--- config.mk ---
export PLATFORM = sky130hd
export DESIGN_NAME = atm_deposit_ctrl
export DESIGN_NICKNAME = d
export VERILOG_FILES = /design/src/rtl/atm_pkg.sv /design/src/rtl/atm_denom_decode.sv /design/src/rtl/atm_deposit_ctrl.sv
export SDC_FILE = /design/constraint.sdc
export NUM_CORES = 1
export LEC_CHECK = 0
export CELL_PAD_IN_SITES_DETAIL_PLACEMENT = 1
export CELL_PAD_IN_SITES_GLOBAL_PLACEMENT = 1
export CORE_AREA = 2 2 90 92
export CTS_CLUSTER_DIAMETER = 120
export DETAILED_ROUTE_END_ITERATION = 16
export DIE_AREA = 0 0 92 94
export GPL_ROUTABILITY_DRIVEN = 0
export PLACE_DENSITY = 0.83
export RECOVER_POWER = 50
export SLEW_MARGIN = 30
export SYNTH_ARGS = -nofsm -noshare
export SYNTH_HDL_FRONTEND = slang
export SYNTH_SLANG_ARGS = --single-unit
--- constraint.sdc ---
create_clock -name clk -period 6.5 [get_ports clk]
set_clock_uncertainty 0.15 [all_clocks]
set_input_delay 0.975 -clock clk [delete_from_list [all_inputs] [get_ports clk]]
set_output_delay 0.975 -clock clk [all_outputs]
set_load 0.005 [all_outputs]
--- src/rtl/atm_pkg.sv ---
// Shared types, denomination table and helpers for the ATM deposit controller.
package atm_pkg;

    localparam int unsigned DENOM_AMT_W = 8;
    localparam int unsigned DENOM_N     = 6;

    typedef logic [DENOM_AMT_W-1:0] DENOM_T;

    localparam DENOM_T DENOM [DENOM_N] = '{
        8'd1, 8'd5, 8'd10, 8'd20, 8'd50, 8'd100
    };

    typedef enum logic [1:0] {
        IDLE   = 2'd0,
        VEND   = 2'd1,
        REFUND = 2'd2
    } state_e;

    // True when exactly one bit is set.
    function automatic logic is_onehot(input logic [31:0] v);
        return (v != 32'd0) && ((v & (v - 32'd1)) == 32'd0);
    endfunction

    // Table lookup; indices past the table decode to zero.
    function automatic DENOM_T denom_lookup(input int unsigned idx);
        DENOM_T r;
        r = '0;
        for (int unsigned j = 0; j < DENOM_N; j++) begin
            if (idx == j) r = DENOM[j];
        end
        return r;
    endfunction

endpackage

--- src/rtl/atm_denom_decode.sv ---
// Combinational decode of one-hot denomination switches into a note value.
module atm_denom_decode
    import atm_pkg::*;
#(
    parameter int unsigned NUM_DENOM = 6,
    parameter int unsigned AMT_W     = 8
) (
    input  logic [NUM_DENOM-1:0] sw,
    output logic [AMT_W-1:0]     value,
    output logic                 onehot_ok,
    output logic                 illegal
);

    int unsigned idx;
    logic        in_table;

    always_comb begin
        idx = 0;
        for (int unsigned k = 0; k < NUM_DENOM; k++) begin
            if (sw[k]) idx = k;
        end
    end

    always_comb begin
        onehot_ok = is_onehot(32'(sw));
        in_table  = (idx < DENOM_N);
        value     = (onehot_ok && in_table) ? AMT_W'(denom_lookup(idx)) : '0;
        // Multi-hot and out-of-table switches are both errors.
        illegal   = (sw != '0) && !(onehot_ok && in_table);
    end

endmodule

--- src/rtl/atm_deposit_ctrl.sv ---
// Clocked deposit accumulator with overflow reject and buy/cancel settlement FSM.
module atm_deposit_ctrl
    import atm_pkg::*;
#(
    parameter int unsigned NUM_DENOM = 6,
    parameter int unsigned AMT_W     = 8,
    parameter int unsigned TOTAL_W   = 12,
    parameter int unsigned MAX_TOTAL = 999
) (
    input  logic                 clk,
    input  logic                 rst,
    input  logic [NUM_DENOM-1:0] sw,
    input  logic [TOTAL_W-1:0]   price,
    input  logic                 buy,
    input  logic                 cancel,
    output logic [AMT_W-1:0]     amount,
    output logic [TOTAL_W-1:0]   total,
    output logic                 led0,
    output logic                 reject,
    output logic                 nsf,
    output logic                 vend,
    output logic [TOTAL_W-1:0]   change,
    output logic                 change_valid,
    output logic                 busy
);

    localparam int unsigned SUM_W = TOTAL_W + 1;

    state_e               state_q, state_d;
    logic [NUM_DENOM-1:0] sw_q;
    logic [AMT_W-1:0]     amount_q, amount_d;
    logic [TOTAL_W-1:0]   total_q, total_d;
    logic [TOTAL_W-1:0]   change_q, change_d;
    logic                 led0_q, reject_q, reject_d, nsf_q, nsf_d;
    logic                 vend_q, vend_d, cv_q, cv_d, busy_q;

    logic [AMT_W-1:0]     note_val;
    logic                 onehot_ok, illegal;
    logic                 insert_c;
    logic [SUM_W-1:0]     sum_c;

    atm_denom_decode #(
        .NUM_DENOM (NUM_DENOM),
        .AMT_W     (AMT_W)
    ) u_decode (
        .sw        (sw),
        .value     (note_val),
        .onehot_ok (onehot_ok),
        .illegal   (illegal)
    );

    // A note is armed only after the switches have returned to all-zero.
    assign insert_c = onehot_ok && !illegal && (sw_q == '0);
    assign sum_c    = SUM_W'(total_q) + SUM_W'(note_val);

    always_comb begin
        state_d  = state_q;
        total_d  = total_q;
        amount_d = amount_q;
        change_d = '0;
        cv_d     = 1'b0;
        vend_d   = 1'b0;
        nsf_d    = 1'b0;
        reject_d = 1'b0;

        unique case (state_q)
            IDLE: begin
                if (cancel) begin
                    state_d  = REFUND;
                    change_d = total_q;
                    cv_d     = 1'b1;
                    total_d  = '0;
                    amount_d = '0;
                    reject_d = insert_c;
                end else if (buy) begin
                    if ((price != '0) && (total_q >= price)) begin
                        state_d  = VEND;
                        vend_d   = 1'b1;
                        change_d = total_q - price;
                        cv_d     = 1'b1;
                        total_d  = '0;
                        amount_d = '0;
                    end else begin
                        nsf_d = 1'b1;
                    end
                    reject_d = insert_c;
                end else if (insert_c) begin
                    if (sum_c > SUM_W'(MAX_TOTAL)) begin
                        reject_d = 1'b1;
                    end else begin
                        total_d  = TOTAL_W'(sum_c);
                        amount_d = note_val;
                    end
                end
            end
            VEND, REFUND: begin
                state_d  = IDLE;
                reject_d = insert_c;
            end
            default: state_d = IDLE;
        endcase
    end

    always_ff @(posedge clk) begin
        if (rst) begin
            state_q  <= IDLE;
            sw_q     <= '0;
            amount_q <= '0;
            total_q  <= '0;
            change_q <= '0;
            led0_q   <= 1'b0;
            reject_q <= 1'b0;
            nsf_q    <= 1'b0;
            vend_q   <= 1'b0;
            cv_q     <= 1'b0;
            busy_q   <= 1'b0;
        end else begin
            state_q  <= state_d;
            sw_q     <= sw;
            amount_q <= amount_d;
            total_q  <= total_d;
            change_q <= change_d;
            led0_q   <= illegal;
            reject_q <= reject_d;
            nsf_q    <= nsf_d;
            vend_q   <= vend_d;
            cv_q     <= cv_d;
            busy_q   <= (state_d != IDLE);
        end
    end

    assign amount       = amount_q;
    assign total        = total_q;
    assign led0         = led0_q;
    assign reject       = reject_q;
    assign nsf          = nsf_q;
    assign vend         = vend_q;
    assign change       = change_q;
    assign change_valid = cv_q;
    assign busy         = busy_q;

endmodule

# Word-level counts from Yosys, hierarchy flattened
# Index checks and enable logic that the tools add are counted.
dict set report word_totals {
  register_bits 46
  input_bits 22
  out_inout_bits 38
  elab_cells 88
}
dict set report op_classes {
  add_sub_neg 3
  magnitude_cmp 3
  n_eq_ne 9
  mux 38
  n_bitwise 3
  reduce_logical 21
}
# op n
set op_table {}
lappend op_table {{two-way mux 12 bit} 8}
lappend op_table {{logical NOT 32 bit} 2}
lappend op_table {{two-way mux 8 bit} 5}
lappend op_table {{bitwise AND 6 x 32 -> 32 bit} 1}
lappend op_table {{two-way mux 7 bit} 2}
lappend op_table {{adder 12 x 8 -> 13 bit} 1}
lappend op_table {{> comparator 13 x 10 -> 1 bit (second input constant)} 1}
lappend op_table {{>= comparator 12 bit} 1}
lappend op_table {{two-way mux 2 bit} 6}
lappend op_table {{nonzero test 12 bit} 1}
lappend op_table {{subtractor 12 bit} 1}
lappend op_table {{two-way mux 1 bit} 10}
lappend op_table {{two-way mux 3 bit} 3}
lappend op_table {{subtractor 6 x 1 -> 7 bit (second input constant)} 1}
lappend op_table {{== test 3 x 2 -> 1 bit (second input constant)} 2}
lappend op_table {{== test 3 bit (second input constant)} 2}
lappend op_table {{logical AND 1 bit} 6}
lappend op_table {{logical NOT 6 bit} 1}
lappend op_table {{two-way mux 6 bit} 1}
lappend op_table {{nonzero test 6 bit} 1}
lappend op_table {{two-way mux 5 bit} 1}
lappend op_table {{two-way mux 4 bit} 1}
lappend op_table {{AND reduction 4 bit} 1}
lappend op_table {{OR reduction 2 bit} 2}
lappend op_table {{14 further kinds} 16}

# Longest topological paths before layout
dict set report depth {
  ltp_word 20
  mapped_depth 17
  mapped_depth_nobuf 13
}

# Modules after synthesis
# A second synthesis with hierarchy kept.
dict set report hier_totals {
  hier_cells 335
  hier_area_um2 2934.1
}
# mod instances cells_per_inst area_each_um2 seq_area_each_um2
set modules_own_cells {}
lappend modules_own_cells {atm_deposit_ctrl 1 301 2703.8 920.9}
lappend modules_own_cells {atm_denom_decode 1 34 230.2 0.0}

# Worst setup path before layout
# No wires, ideal clock.
dict set report synth_path {
  path_kind {in2reg}
  startpoint {input port sw[5]}
  endpoint {register amount_q[1] (netlist: amount[1])}
  setup_time_ps 116
  arrival_ps 4670
  t_required_ps 6234
  path_slack_ps 1564
  path_stages 15
  path_buffers 3
  path_cell_list {clkbuf_1 or4_4 maj3_2 a21o_1 buf_6 nor3_1 fa_1 a211oi_1 or4b_2 o211ai_1 nand4_1 a31oi_4 clkbuf_1 nor3_1 a31o_2}
}
dict set report synth_between {
  elab_chain_len 13
  word_cells_on_any_way 35
  classes_between {add/sub: 2; order compare: 2; eq/ne: 6; mux: 12; bitwise: 1; reduce/logical: 12}
}
# element line
set synth_rtl {}
lappend synth_rtl {{start: declaration} atm_deposit_ctrl.sv:12} ;# input logic [NUM_DENOM-1:0] sw,
lappend synth_rtl {{two-way mux 3 bit} atm_denom_decode.sv:20} ;# if (sw[k]) idx = k;
lappend synth_rtl {{logical NOT 32 bit} atm_pkg.sv:29} ;# if (idx == j) r = DENOM[j];
lappend synth_rtl {{two-way mux 1 bit} atm_pkg.sv:29}
lappend synth_rtl {{two-way mux 3 bit} atm_pkg.sv:29}
lappend synth_rtl {{two-way mux 4 bit} atm_pkg.sv:29}
lappend synth_rtl {{two-way mux 5 bit} atm_pkg.sv:29}
lappend synth_rtl {{two-way mux 6 bit} atm_pkg.sv:29}
lappend synth_rtl {{two-way mux 7 bit} atm_pkg.sv:29}
lappend synth_rtl {{two-way mux 7 bit} atm_denom_decode.sv:27} ;# value = (onehot_ok && in_table) ? AMT_W'(denom_lookup(idx)) : '0;
lappend synth_rtl {{adder 12 x 8 -> 13 bit} atm_deposit_ctrl.sv:54} ;# assign sum_c = SUM_W'(total_q) + SUM_W'(note_val);
lappend synth_rtl {{> comparator 13 x 10 -> 1 bit} atm_deposit_ctrl.sv:88} ;# if (sum_c > SUM_W'(MAX_TOTAL)) begin
lappend synth_rtl {{inequality test 3 bit (no source line)} n/a}
lappend synth_rtl {{AND reduction 4 bit (no source line)} n/a}
lappend synth_rtl {{end signal: assignment} atm_deposit_ctrl.sv:120} ;# amount_q <= amount_d;
lappend synth_rtl {{end: declaration} atm_deposit_ctrl.sv:31} ;# logic [AMT_W-1:0] amount_q, amount_d;
# Parallel ways exist; a longest one is shown, timed or not. The select of a mux whose other input is x is not followed.
# A chain may end at the register's enable or synchronous reset.

# Worst setup path in the final report
dict set report layout_path {
  startpoint {input port sw[5]}
  endpoint {register total_q[7] (netlist: total[7])}
}
dict set report layout_between {
  elab_chain_len 14
  word_cells_on_any_way 35
  classes_between {add/sub: 2; order compare: 2; eq/ne: 6; mux: 12; bitwise: 1; reduce/logical: 12}
}
# element line
set layout_rtl {}
lappend layout_rtl {{parallel branches: the longest is 14 deep, another holds adder 12 x 8 -> 13 bit} n/a}
lappend layout_rtl {{end signal: assignment} atm_deposit_ctrl.sv:121} ;# total_q <= total_d;
lappend layout_rtl {{end: declaration} atm_deposit_ctrl.sv:32} ;# logic [TOTAL_W-1:0] total_q, total_d;
# Several ways; the timed one is not identified. The select of a mux whose other input is x is not followed.

==> reports/summary.md <==
* 0% — asr flop ratio synth
* 0 — Max-Cap Viols
* 94 µm — Vert. Die Dim
* 0 — post-CTS setup buffer count
* 60 — I/O pin total
* 0.3439 ns — tightest hold margin
* 3.10 ns — reg2reg setup slack
* 370 — Syn Nets
* 325 — cell count after synthesis
* 8648 µm² — Die Area
* 20.09% — total global-route track usage
* 6572 µm — HPWL reported at the end of detailed placement
* 58 — Netlist cell types
* sky130_fd_sc_hd__dlygate4sd3_1 — library cell contributing the largest single delay on the critical path
* 8502 µm — final wirelength
* 6.52 ns — data required time at the worst endpoint
* 2812 — via count of the first global-routing pass
* 45 — flops & latches, synth
* register to register — worst min path class
* 0 — final max-slew violation count
* 0 — CTS-repair resized insts
* input port — critical path startpoint category
* 0.30 ns — later-pin clock latency in the skew report
* register — sort of element at the end of the critical path
* 477 — final non-filler cell total
* sky130_fd_sc_hd__dfxtp_1 — most common library cell in the layout ignoring fill and taps
* 5 — Inserted Clock Buffers
* 178.5 MHz — f_max
* simple AND/OR/NAND/NOR gates — cell family contributing the most delay on the critical path
* 0 — remaining antenna violation count after routing
* 156.7 nW/µm² — power per cell area
* 2819 µm² — Post-Synthesis Cell Area
* 0 — count of flip-flops with a built-in enable after synthesis
* 0.69 ns — Slowest Stage Delay on Critical Path
* 419 — final net count
* 0 — DRC violations left
* false — unrepaired setup endpoints after global routing
* 37.06% — initial core utilization
* 14030 µm — wire length of the first global-routing pass
* 17.82 µm — Routed wire per std cell
* 55.70% — slew margin rel.
* 32 — Rows
* 3433 µm² — post-detailed-placement cell area
* 19 — critical-path maximum fanout
* 469 — dpl cells
* 4 — 1st-pass router iterations
* 31.96% — part of the Yosys area used for sequential elements
* 2 — number of levels in the clock H-tree
* 0 — number of antenna violations at the first check in global routing
* 1.577 nW — reported leakage power
* 8.674 µm² — post-synthesis average cell area
* 22 — largest net degree at the start of global routing
* 87.80 µV — worst vdd rail ir drop
* sky130_fd_sc_hd__clkbuf_8 — Clock Root Buffer
* 45 — CTS sink cnt
* 0 — count of antenna diodes in the layout
* 6.933% — share of final-layout standard cells stronger than drive strength 1
* input port to register — Setup CP Type
* 92 µm — die extent in x
* finished clean — run status
* 58 — count of input and output buffers
* 25.30% — Syn-to-layout area delta
* 86.20% — final clock period utilization by the worst path
* 2718 — via total after detailed routing
* 5.698 — via-per-instance ratio
* 0 — Synth Warn #
* 2 — maximum count of clock buffers along a single path
* 0 — count of endpoints failing setup in the final report
* 5.603 ns — crit path time final
* yes — TritonCTS clock tree
* 5.62 ns — WP data arrival
* 0.6637 ns — actual transition at the worst max-transition pin
* 0 — count of endpoints failing hold in the final timing report
* 0.10 ns — clock-pin transition on the worst setup and hold timing paths
* 7607 µm² — Std-Cell Core Area
* 0 — total congestion overflow after global routing
* 3532 µm² — design area
* 0 — cts hold-fix bufs
* 81 — number of violations reported at the end of detailed-routing iteration 0
* sky130_fd_sc_hd__dfxtp_1 — commonest register cell after synthesis
* dlygate4sd3_1 > or4_4 > maj3_2 > a21o_1 > nor3_1 > fa_1 > a211oi_1 > or4b_2 > o211ai_1 > nand4_1 > a31oi_4 > nand2b_4 > o41ai_1 — worst-path cell chain
* 1 — critical path buffer and inverter count
* 0 ns — Setup Total Neg Slack
* sky130_fd_sc_hd__dfxtp_1, sky130_fd_sc_hd__dlygate4sd3_1, sky130_fd_sc_hd__nor2_1 — top library cells by usage in the layout, fill and taps aside
-- worst register-to-register path, delay by kind of cell, from the launching register on --
| kind | cells | cell delay (ns) |
|---|---|---|
| compound gates | 4 | 1.31 |
| simple gates | 3 | 0.73 |
| fa+ha+maj | 2 | 0.70 |
| flops | 1 | 0.38 |
-- metrics by stage --
stage | power, mW | util [%] | setup WS (ns)
6_report | 0.5537 | 46.43 | 0.8967
4_1_cts | 0.5586 | 46.37 | 0.9786
3_3_place_gp | 0.3742 | 45.13 | 0.8213
3_5_place_dp | 0.3770 | 45.13 | 0.6716
5_1_grt | 0.5832 | 46.43 | 0.6534
2_1_floorplan | 0.3457 | - | 1.564
-- registers in the layout (all words and copies together), names as in the netlist --
signal and cells:
change 12, total 12, amount 7, sw_q 6, state_q 2, busy 1
change_valid 1, led0 1, nsf 1, reject 1, vend 1
-- path summary, 6_finish.rpt --
| check | start | to | cells after the start |
|---|---|---|---|
| setup / recovery | sw[5] | total[7] | 13 |
| hold / removal | amount[4] | amount[4] | 1 |
| setup reg to reg | total[0] | total[7] | 9 |
| hold reg to reg | amount[4] | amount[4] | 1 |
-- power by group --
group	leakage, nW	internal (mW)	switching (mW)
combinational	1.17	0.0358	0.0515
clock	0.0447	0.0778	0.106
sequential	0.365	0.280	0.00234
total	1.58	0.394	0.160
-- per-layer routing --
metal  GRT usage, %  part of all wire [%]  vias to the layer above
met3          4.254                   5.1                        8
li1               -                     -                     1309
met1          23.50                    42                     1321
met5              0                     0                        -
met4          4.353                  0.89                        0
met2          37.62                    52                       80
-- cell usage after synthesis (2+ instances only) --
cell type,instances,area (µm²)
sky130_fd_sc_hd__a41o_1,2,20.02
sky130_fd_sc_hd__nor2b_1,5,31.28
sky130_fd_sc_hd__xor2_1,4,35.03
sky130_fd_sc_hd__a31oi_1,5,31.28
sky130_fd_sc_hd__nand2_1,15,56.30
sky130_fd_sc_hd__o21a_1,5,37.54
sky130_fd_sc_hd__nand3_1,6,30.03
sky130_fd_sc_hd__a21oi_1,13,65.06
sky130_fd_sc_hd__a211oi_1,6,45.04
sky130_fd_sc_hd__o21bai_1,2,15.01
sky130_fd_sc_hd__and3_1,7,43.79
sky130_fd_sc_hd__buf_1,2,7.510
sky130_fd_sc_hd__clkbuf_1,9,33.78
sky130_fd_sc_hd__a22o_1,10,87.58
sky130_fd_sc_hd__nor3b_1,2,15.01
sky130_fd_sc_hd__ha_1,21,262.8
sky130_fd_sc_hd__a21o_1,7,52.55
sky130_fd_sc_hd__o31ai_1,5,37.54
sky130_fd_sc_hd__nand4_1,4,25.02
sky130_fd_sc_hd__o21ai_0,10,50.05
sky130_fd_sc_hd__nor4_1,5,31.28
sky130_fd_sc_hd__dfxtp_1,45,900.9
sky130_fd_sc_hd__a31o_2,8,70.07
sky130_fd_sc_hd__o211ai_1,8,60.06
sky130_fd_sc_hd__or3_1,3,18.77
sky130_fd_sc_hd__o41ai_1,5,43.79
sky130_fd_sc_hd__a32o_1,2,20.02
sky130_fd_sc_hd__xnor2_1,7,61.31
sky130_fd_sc_hd__and2_1,3,18.77
sky130_fd_sc_hd__o311ai_0,3,26.28
sky130_fd_sc_hd__nor3_1,17,85.08
sky130_fd_sc_hd__nand2b_1,3,18.77
sky130_fd_sc_hd__buf_6,4,45.04
sky130_fd_sc_hd__a21boi_0,2,15.01
sky130_fd_sc_hd__nor2_1,24,90.09
sky130_fd_sc_hd__inv_1,23,86.33
sky130_fd_sc_hd__fa_1,2,40.04
-- layout make-up --
| class | instances | area, µm² |
|---|---|---|
| clock buffer | 5 | 68.82 |
| clock inverter | 3 | 25.02 |
| fill | 923 | 4075 |
| inverter | 24 | 90.09 |
| multi-input combinational | 240 | 1739 |
| sequential | 45 | 900.9 |
| tap | 102 | 127.6 |
| timing repair buffer | 58 | 580.6 |
-- cells by family after synthesis --
| logic type | after synthesis | synth area share (%) |
|---|---|---|
| and+or+nand+nor | 102 | 19.53 |
| DFF | 45 | 31.96 |
| adders and majority gates | 24 | 11.14 |
| other | 1 | 0.1330 |
| AOI/OAI and AO/OA | 102 | 27.30 |
| buffers and inverters | 40 | 6.524 |
| xor gates and xnor gates | 11 | 3.418 |
Note: power is estimated with default switching activity, not from simulation.
